## src/rtl/cv32e40p_hwloop_sequencer.sv

```systemverilog
// Hardware-loop sequencer: two loop register sets (start/end/count) and a
// two-state redirect FSM that sends fetch back to the loop start whenever
// the instruction retiring in ID is the last instruction of an active loop.
module cv32e40p_hwloop_sequencer #(
    parameter int N_REGSETS = 2,
    parameter int CNT_WIDTH = 32
) (
    input  logic                             clk,
    input  logic                             rst,
    input  logic [2:0]                       hwlp_we_i,
    input  logic                             hwlp_regid_i,
    input  logic [31:0]                      hwlp_start_data_i,
    input  logic [31:0]                      hwlp_end_data_i,
    input  logic [CNT_WIDTH-1:0]             hwlp_cnt_data_i,
    input  logic                             id_valid_i,
    input  logic [31:0]                      pc_id_i,
    input  logic                             fetch_ready_i,
    output logic                             hwlp_jump_o,
    output logic [31:0]                      hwlp_target_o,
    output logic [N_REGSETS*32-1:0]          hwlp_start_o,
    output logic [N_REGSETS*32-1:0]          hwlp_end_o,
    output logic [N_REGSETS*CNT_WIDTH-1:0]   hwlp_cnt_o,
    output logic                             hwlp_busy_o
);

    typedef enum logic {IDLE, JUMP} state_t;

    localparam logic [CNT_WIDTH-1:0] CNT_ONE = 1;

    state_t               state_q, state_d;
    logic [31:0]          target_q, target_d;
    logic [31:0]          start_q [N_REGSETS];
    logic [31:0]          start_d [N_REGSETS];
    logic [31:0]          end_q   [N_REGSETS];
    logic [31:0]          end_d   [N_REGSETS];
    logic [CNT_WIDTH-1:0] cnt_q   [N_REGSETS];
    logic [CNT_WIDTH-1:0] cnt_d   [N_REGSETS];

    logic hit0, hit1;
    logic sel_set;

    // A set hits when it is active (non-zero count) and its last instruction retires
    assign hit0 = id_valid_i && (cnt_q[0] != '0) && (pc_id_i == end_q[0]);
    assign hit1 = id_valid_i && (cnt_q[1] != '0) && (pc_id_i == end_q[1]);
    // Set 0 is the inner loop and wins when both sets end on the same address
    assign sel_set = hit0 ? 1'b0 : 1'b1;

    // Next-state logic: loop bookkeeping first, decoder writes last so they win
    always_comb begin
        state_d  = state_q;
        target_d = target_q;
        for (int i = 0; i < N_REGSETS; i++) begin
            start_d[i] = start_q[i];
            end_d[i]   = end_q[i];
            cnt_d[i]   = cnt_q[i];
        end

        case (state_q)
            IDLE: begin
                if (hit0 || hit1) begin
                    if (cnt_q[sel_set] > CNT_ONE) begin
                        cnt_d[sel_set] = cnt_q[sel_set] - CNT_ONE;
                        state_d        = JUMP;
                        target_d       = start_q[sel_set];
                    end else begin
                        // Last iteration: retire the loop and fall through
                        cnt_d[sel_set] = '0;
                    end
                end
            end
            JUMP: begin
                // Hold the redirect until fetch takes it; hits here are ignored
                if (fetch_ready_i) begin
                    state_d  = IDLE;
                    target_d = '0;
                end
            end
            default: begin
                state_d  = IDLE;
                target_d = '0;
            end
        endcase

        if (hwlp_we_i[0]) start_d[hwlp_regid_i] = hwlp_start_data_i;
        if (hwlp_we_i[1]) end_d[hwlp_regid_i]   = hwlp_end_data_i;
        if (hwlp_we_i[2]) cnt_d[hwlp_regid_i]   = hwlp_cnt_data_i;
    end

    // State and loop registers; async reset aborts any pending redirect at once
    always_ff @(posedge clk or posedge rst) begin
        if (rst) begin
            state_q  <= IDLE;
            target_q <= '0;
            for (int i = 0; i < N_REGSETS; i++) begin
                start_q[i] <= '0;
                end_q[i]   <= '0;
                cnt_q[i]   <= '0;
            end
        end else begin
            state_q  <= state_d;
            target_q <= target_d;
            for (int i = 0; i < N_REGSETS; i++) begin
                start_q[i] <= start_d[i];
                end_q[i]   <= end_d[i];
                cnt_q[i]   <= cnt_d[i];
            end
        end
    end

    // target_q is only non-zero while in JUMP, so it drives the port directly
    assign hwlp_jump_o   = (state_q == JUMP);
    assign hwlp_busy_o   = (state_q == JUMP);
    assign hwlp_target_o = target_q;

    genvar g;
    generate
        for (g = 0; g < N_REGSETS; g++) begin : g_pack
            assign hwlp_start_o[g*32 +: 32]              = start_q[g];
            assign hwlp_end_o[g*32 +: 32]                = end_q[g];
            assign hwlp_cnt_o[g*CNT_WIDTH +: CNT_WIDTH]  = cnt_q[g];
        end
    endgenerate

endmodule

```

## config.mk

```make
export PLATFORM = sky130hd
export DESIGN_NAME = cv32e40p_hwloop_sequencer
export DESIGN_NICKNAME = d
export VERILOG_FILES = /design/src/rtl/cv32e40p_hwloop_sequencer.sv
export SDC_FILE = /design/constraint.sdc
export NUM_CORES = 1
export LEC_CHECK = 0
export CORE_ASPECT_RATIO = 0.5
export CORE_MARGIN = 3
export CORE_UTILIZATION = 51
export CTS_CLUSTER_DIAMETER = 100
export CTS_CLUSTER_SIZE = 8
export DETAILED_ROUTE_END_ITERATION = 16
export GPL_TIMING_DRIVEN = 0
export PLACE_DENSITY = 0.86
export SYNTH_ARGS = -nofsm -noshare
export SYNTH_HDL_FRONTEND = slang
export SYNTH_SLANG_ARGS = --single-unit
```

## constraint.sdc

```tcl
create_clock -name clk -period 15.63 [get_ports clk]
set_clock_uncertainty 0.05 [all_clocks]
set_input_delay 1.563 -clock clk [delete_from_list [all_inputs] [get_ports clk]]
set_output_delay 1.563 -clock clk [all_outputs]
set_load 0.02 [all_outputs]
```

==> run summary <==
• **result of the run** complete, no violations
• **P&R area growth vs syn** 41.9%
• **Port Buffer Count** 360
• **first-pass iteration count of the detailed router** 5
• **number of rows in the core area** 38
• **startpoint of the worst register-to-register path** hwlp_cnt_o[23]$_DFF_PP0_
• **number of maximum-capacitance violations** 0
• **I/O pin count** 362
• **sum of met2 wire segment lengths after detailed routing** 23.3 mm
• **library cell with the largest summed area after synthesis** dfrtp_1
• **Final WS setup** 7.07 ns
• **post-route met1 wirelength** 19.5 mm
• **Top cell by count, worst path** clkbuf_1
• **worst path arrival time** 8.88 ns
• **via count of the first global-routing pass** 11,828
• **number of flops mapped to enable cells by yosys** 0
• **violation count after the first detailed-route iteration** 1,520
• **number of nets produced by synthesis** 1,286
• **per-cell via count in the routed design** 6.37
• **final routed wire length divided by cell count** 27.0 µm
• **slowest stage cell on the critical path** clkbuf_1
• **maximum number of pins on one net before global-route repair** 125
• **final worst path period share** 54.8%
• **Post-DRT Antenna Nets** 0
• **gp weighted congestion** 1.00
• **Initial Util** 53.2%
• **global router's overall resource usage** 38.8%
• **maximum buffer depth of the clock tree** 3
• **Die Outline Area** 25,100 µm²
• **Hold EP** hwlp_target_o[30]$_DFFE_PP0P_
• **clk_lat worst skew** 0.53 ns
• **commonest cells in the synthesized netlist** dfrtp_1, mux2_2, nor2_1, o21ai_0, nand2_1
• **number of cells produced by synthesis** 1,148
• **setup slack after placement** 7.00 ns
• **relative max-transition margin** 29.4%
• **sum of routed wire length over all layers** 50.0 mm
• **Critical Path RT** 15.95 ns
• **H-tree level count** 2
• **Multi-input gate area** 5900 µm²
• **hold path depth** 2
• **standard cell area after detailed placement** 15,800 µm²
• **dominant cell by count in the synthesized netlist** dfrtp_1
• **distinct cell type count of the synthesized netlist** 58
• **uppermost signal routing layer after detailed routing** met5
• **FF+latch count, synth** 225
• **Filler Cell Count** 1,509
• **area of all placed cells without fillers** 16,800 µm²
• **Hold Startpoint** hwlp_target_o[30]$_DFFE_PP0P_
• **minimum setup slack among reg-to-reg paths** 8.12 ns
• **unrepaired setup endpoints after global routing** false
• **Final min period** 8.56 ns
• **Synthesis Warnings** 0
• **type of element launching the critical path** primary input
• **CTS tree** built
• **category of the most critical setup path** primary input to flip-flop
• **Resized Gates After CTS** 0
• **share of synthesized area occupied by flip-flops and latches** 47.6%
• **transition time at the pin with the least slew margin** 1.05 ns
• **FFs w/ async S/R, synth** 100%
• **ys flop type** dfrtp_1
• **number of clock sinks** 225
• **initial antenna violation count** 3
• **core region area** 22,200 µm²
• **ordered list of cells on the worst path** clkdlybuf4s50_1 -> xnor2_1 -> nand4_1 -> nor4_1 -> and4b_1 -> buf_6 -> clkbuf_1 -> clkbuf_1 -> clkbuf_1 -> mux2i_1 -> ha_1 -> clkbuf_1 -> nor2_1 -> nor4_1 -> nand2_1 -> mux2i_2 -> clkbuf_1 -> o21ai_0 -> nand2_1 -> a31oi_1
• **CTS buffer count** 34
• **top cell family by delay on the critical path** buffers and inverters
• **top post-synthesis cells by area** dfrtp_1, mux2_2, mux2i_1, xnor2_1, o21ai_0
• **number of cells traversed by the worst register-to-register path** 19
• **buffer and inverter count on the worst path** 7
• **wire length of the first global-routing pass** 74.6 mm
• **number of hold violations in the final report** 0
• **Pwr per Cell Area** 114 nW/µm²
• **Critical Path Max Stage Delay** 0.80 ns
• **count of final max-slew check failures** 0
• **fraction of final layout cells sized beyond drive strength 1** 12.6%
• **area share of the largest cell type after synthesis** 47.6%
• **final core utilization** 75.5%
• **dpl hpwl** 36.4 mm
• **sum of negative setup slack** 0 ns
• **DR WL met3** 4.91 mm
• **R2R Path End** hwlp_cnt_o[29]$_DFF_PP0_
• **total area of sequential cells** 5630 µm²
• **vertical extent of the die** 114 µm
• **cell area after synthesis** 11,800 µm²
• **top achievable clock speed** 117 MHz
• **remaining design rule violation count** 0
• **Post-Syn Area per Cell** 10.3 µm²
• **number of endpoints failing setup at the final stage** 0
• **Total Nets Final** 1,683
• **number of buffers inserted to repair setup after CTS** 0
• **Worst setup EP type** flip-flop
• **Die X** 221 µm
• **via count of the routed design** 11,782
• **Clk pin slew, worst setup/hold paths** 0.06 ns
• **Clock Root Buffer** clkbuf_16
• **hold-fix buffers at CTS** 0
• **peak supply drop** 0.000124 V
• **overflow left after global routing** 0
• **maximum fanout count along the critical path** 10
• **Lkg Pwr** 6.53 nW
• **class of the tightest hold or removal check** flip-flop to flip-flop
[flip-flops by register name, indices dropped and copies added (netlist names)]
signal and count:
hwlp_start_o 64, hwlp_target_o 32, hwlp_busy_o 1, hwlp_cnt_o 64, hwlp_end_o 64
[layout by cell type (no fill, tap or decap), types with 10 or more instances in the layout]
cell	netlist	layout
a21oi_1	44	44
a31oi_1	23	23
buf_1	15	15
clkbuf_1	41	42
clkbuf_16	0	34
clkdlybuf4s50_1	0	360
dfrtp_1	225	225
mux2_2	134	134
mux2i_1	60	60
nand2_1	73	73
nand2b_1	11	11
nand3_1	49	49
nand4_1	32	32
nor2_1	88	88
nor3_1	40	39
nor4_1	18	18
o21ai_0	88	88
or3_1	17	17
or4_1	10	10
xnor2_1	60	60
xor2_1	11	11
[logic make-up after synthesis]
group           after synthesis  synth area share [%]
fa+ha+maj                     2                 0.212
mux                         195                  18.0
simple gates                385                  16.8
flops                       225                  47.6
buf+inv                      72                  2.49
xor+xnor                     71                  5.26
compound gates              198                  9.63
[per-stage QoR]
stage,power [mW],instances,hold slack [ns]
2_1_floorplan,0.963,1148,0.558
3_3_place_gp,1.22,1808,0.431
3_5_place_dp,1.23,1809,0.441
4_1_cts,1.90,1848,0.452
5_1_grt,1.96,1850,0.482
6_report,1.90,1850,0.456
[where the power goes]
group          leakage, nW  internal [mW]  switching (mW)
registers             2.70          0.653          0.0916
clock network        0.450          0.391           0.280
logic                 3.37          0.240           0.249
total                 6.53           1.28           0.621
[per-layer routing]
metal | GRT usage [%] | vias to the layer above
met3 | 9.08 | 179
met2 | 63.8 | 812
li1 | - | 4973
met4 | 15.5 | 2
met1 | 50.3 | 5816
met5 | 0 | -
[how the worst max path moves through the flow]
stage                start                    endpoint  cells past startpoint
2_1_floorplan          rst       hwlp_busy_o$_DFF_PP0_                      1
3_3_place_gp           rst  hwlp_end_o[26]$_DFFE_PP0P_                      2
3_5_place_dp   pc_id_i[22]    hwlp_cnt_o[29]$_DFF_PP0_                     20
4_1_cts        pc_id_i[22]    hwlp_cnt_o[29]$_DFF_PP0_                     20
5_1_grt        pc_id_i[27]    hwlp_cnt_o[29]$_DFF_PP0_                     20
6_report        pc_id_i[6]    hwlp_cnt_o[29]$_DFF_PP0_                     20
[cell type report]
class                      instances  area share (%)
sequential                       225            33.6
clock buffer                      35            5.10
inverter                           9           0.246
multi-input combinational        851            35.2
antenna                            2          0.0299
clock inverter                     4           0.403
tap                              300            2.24
buffer                            63            1.55
timing repair buffer             361            21.7
[worst register-to-register path: stages (launching register included)]
cell,delay [ns]
dfrtp_1,0.46
nor3_1,0.67
nand3_1,0.43
nor4_4,0.55
and4b_1,0.27
buf_6,0.16
clkbuf_1,0.44
clkbuf_1,0.45
clkbuf_1,0.53
mux2i_1,0.36
ha_1,0.18
clkbuf_1,0.31
nor2_1,0.10
nor4_1,0.23
nand2_1,0.34
mux2i_2,0.68
clkbuf_1,0.72
o21ai_0,0.23
nand2_1,0.13
a31oi_1,0.09
(Power assumes the default switching activity.)
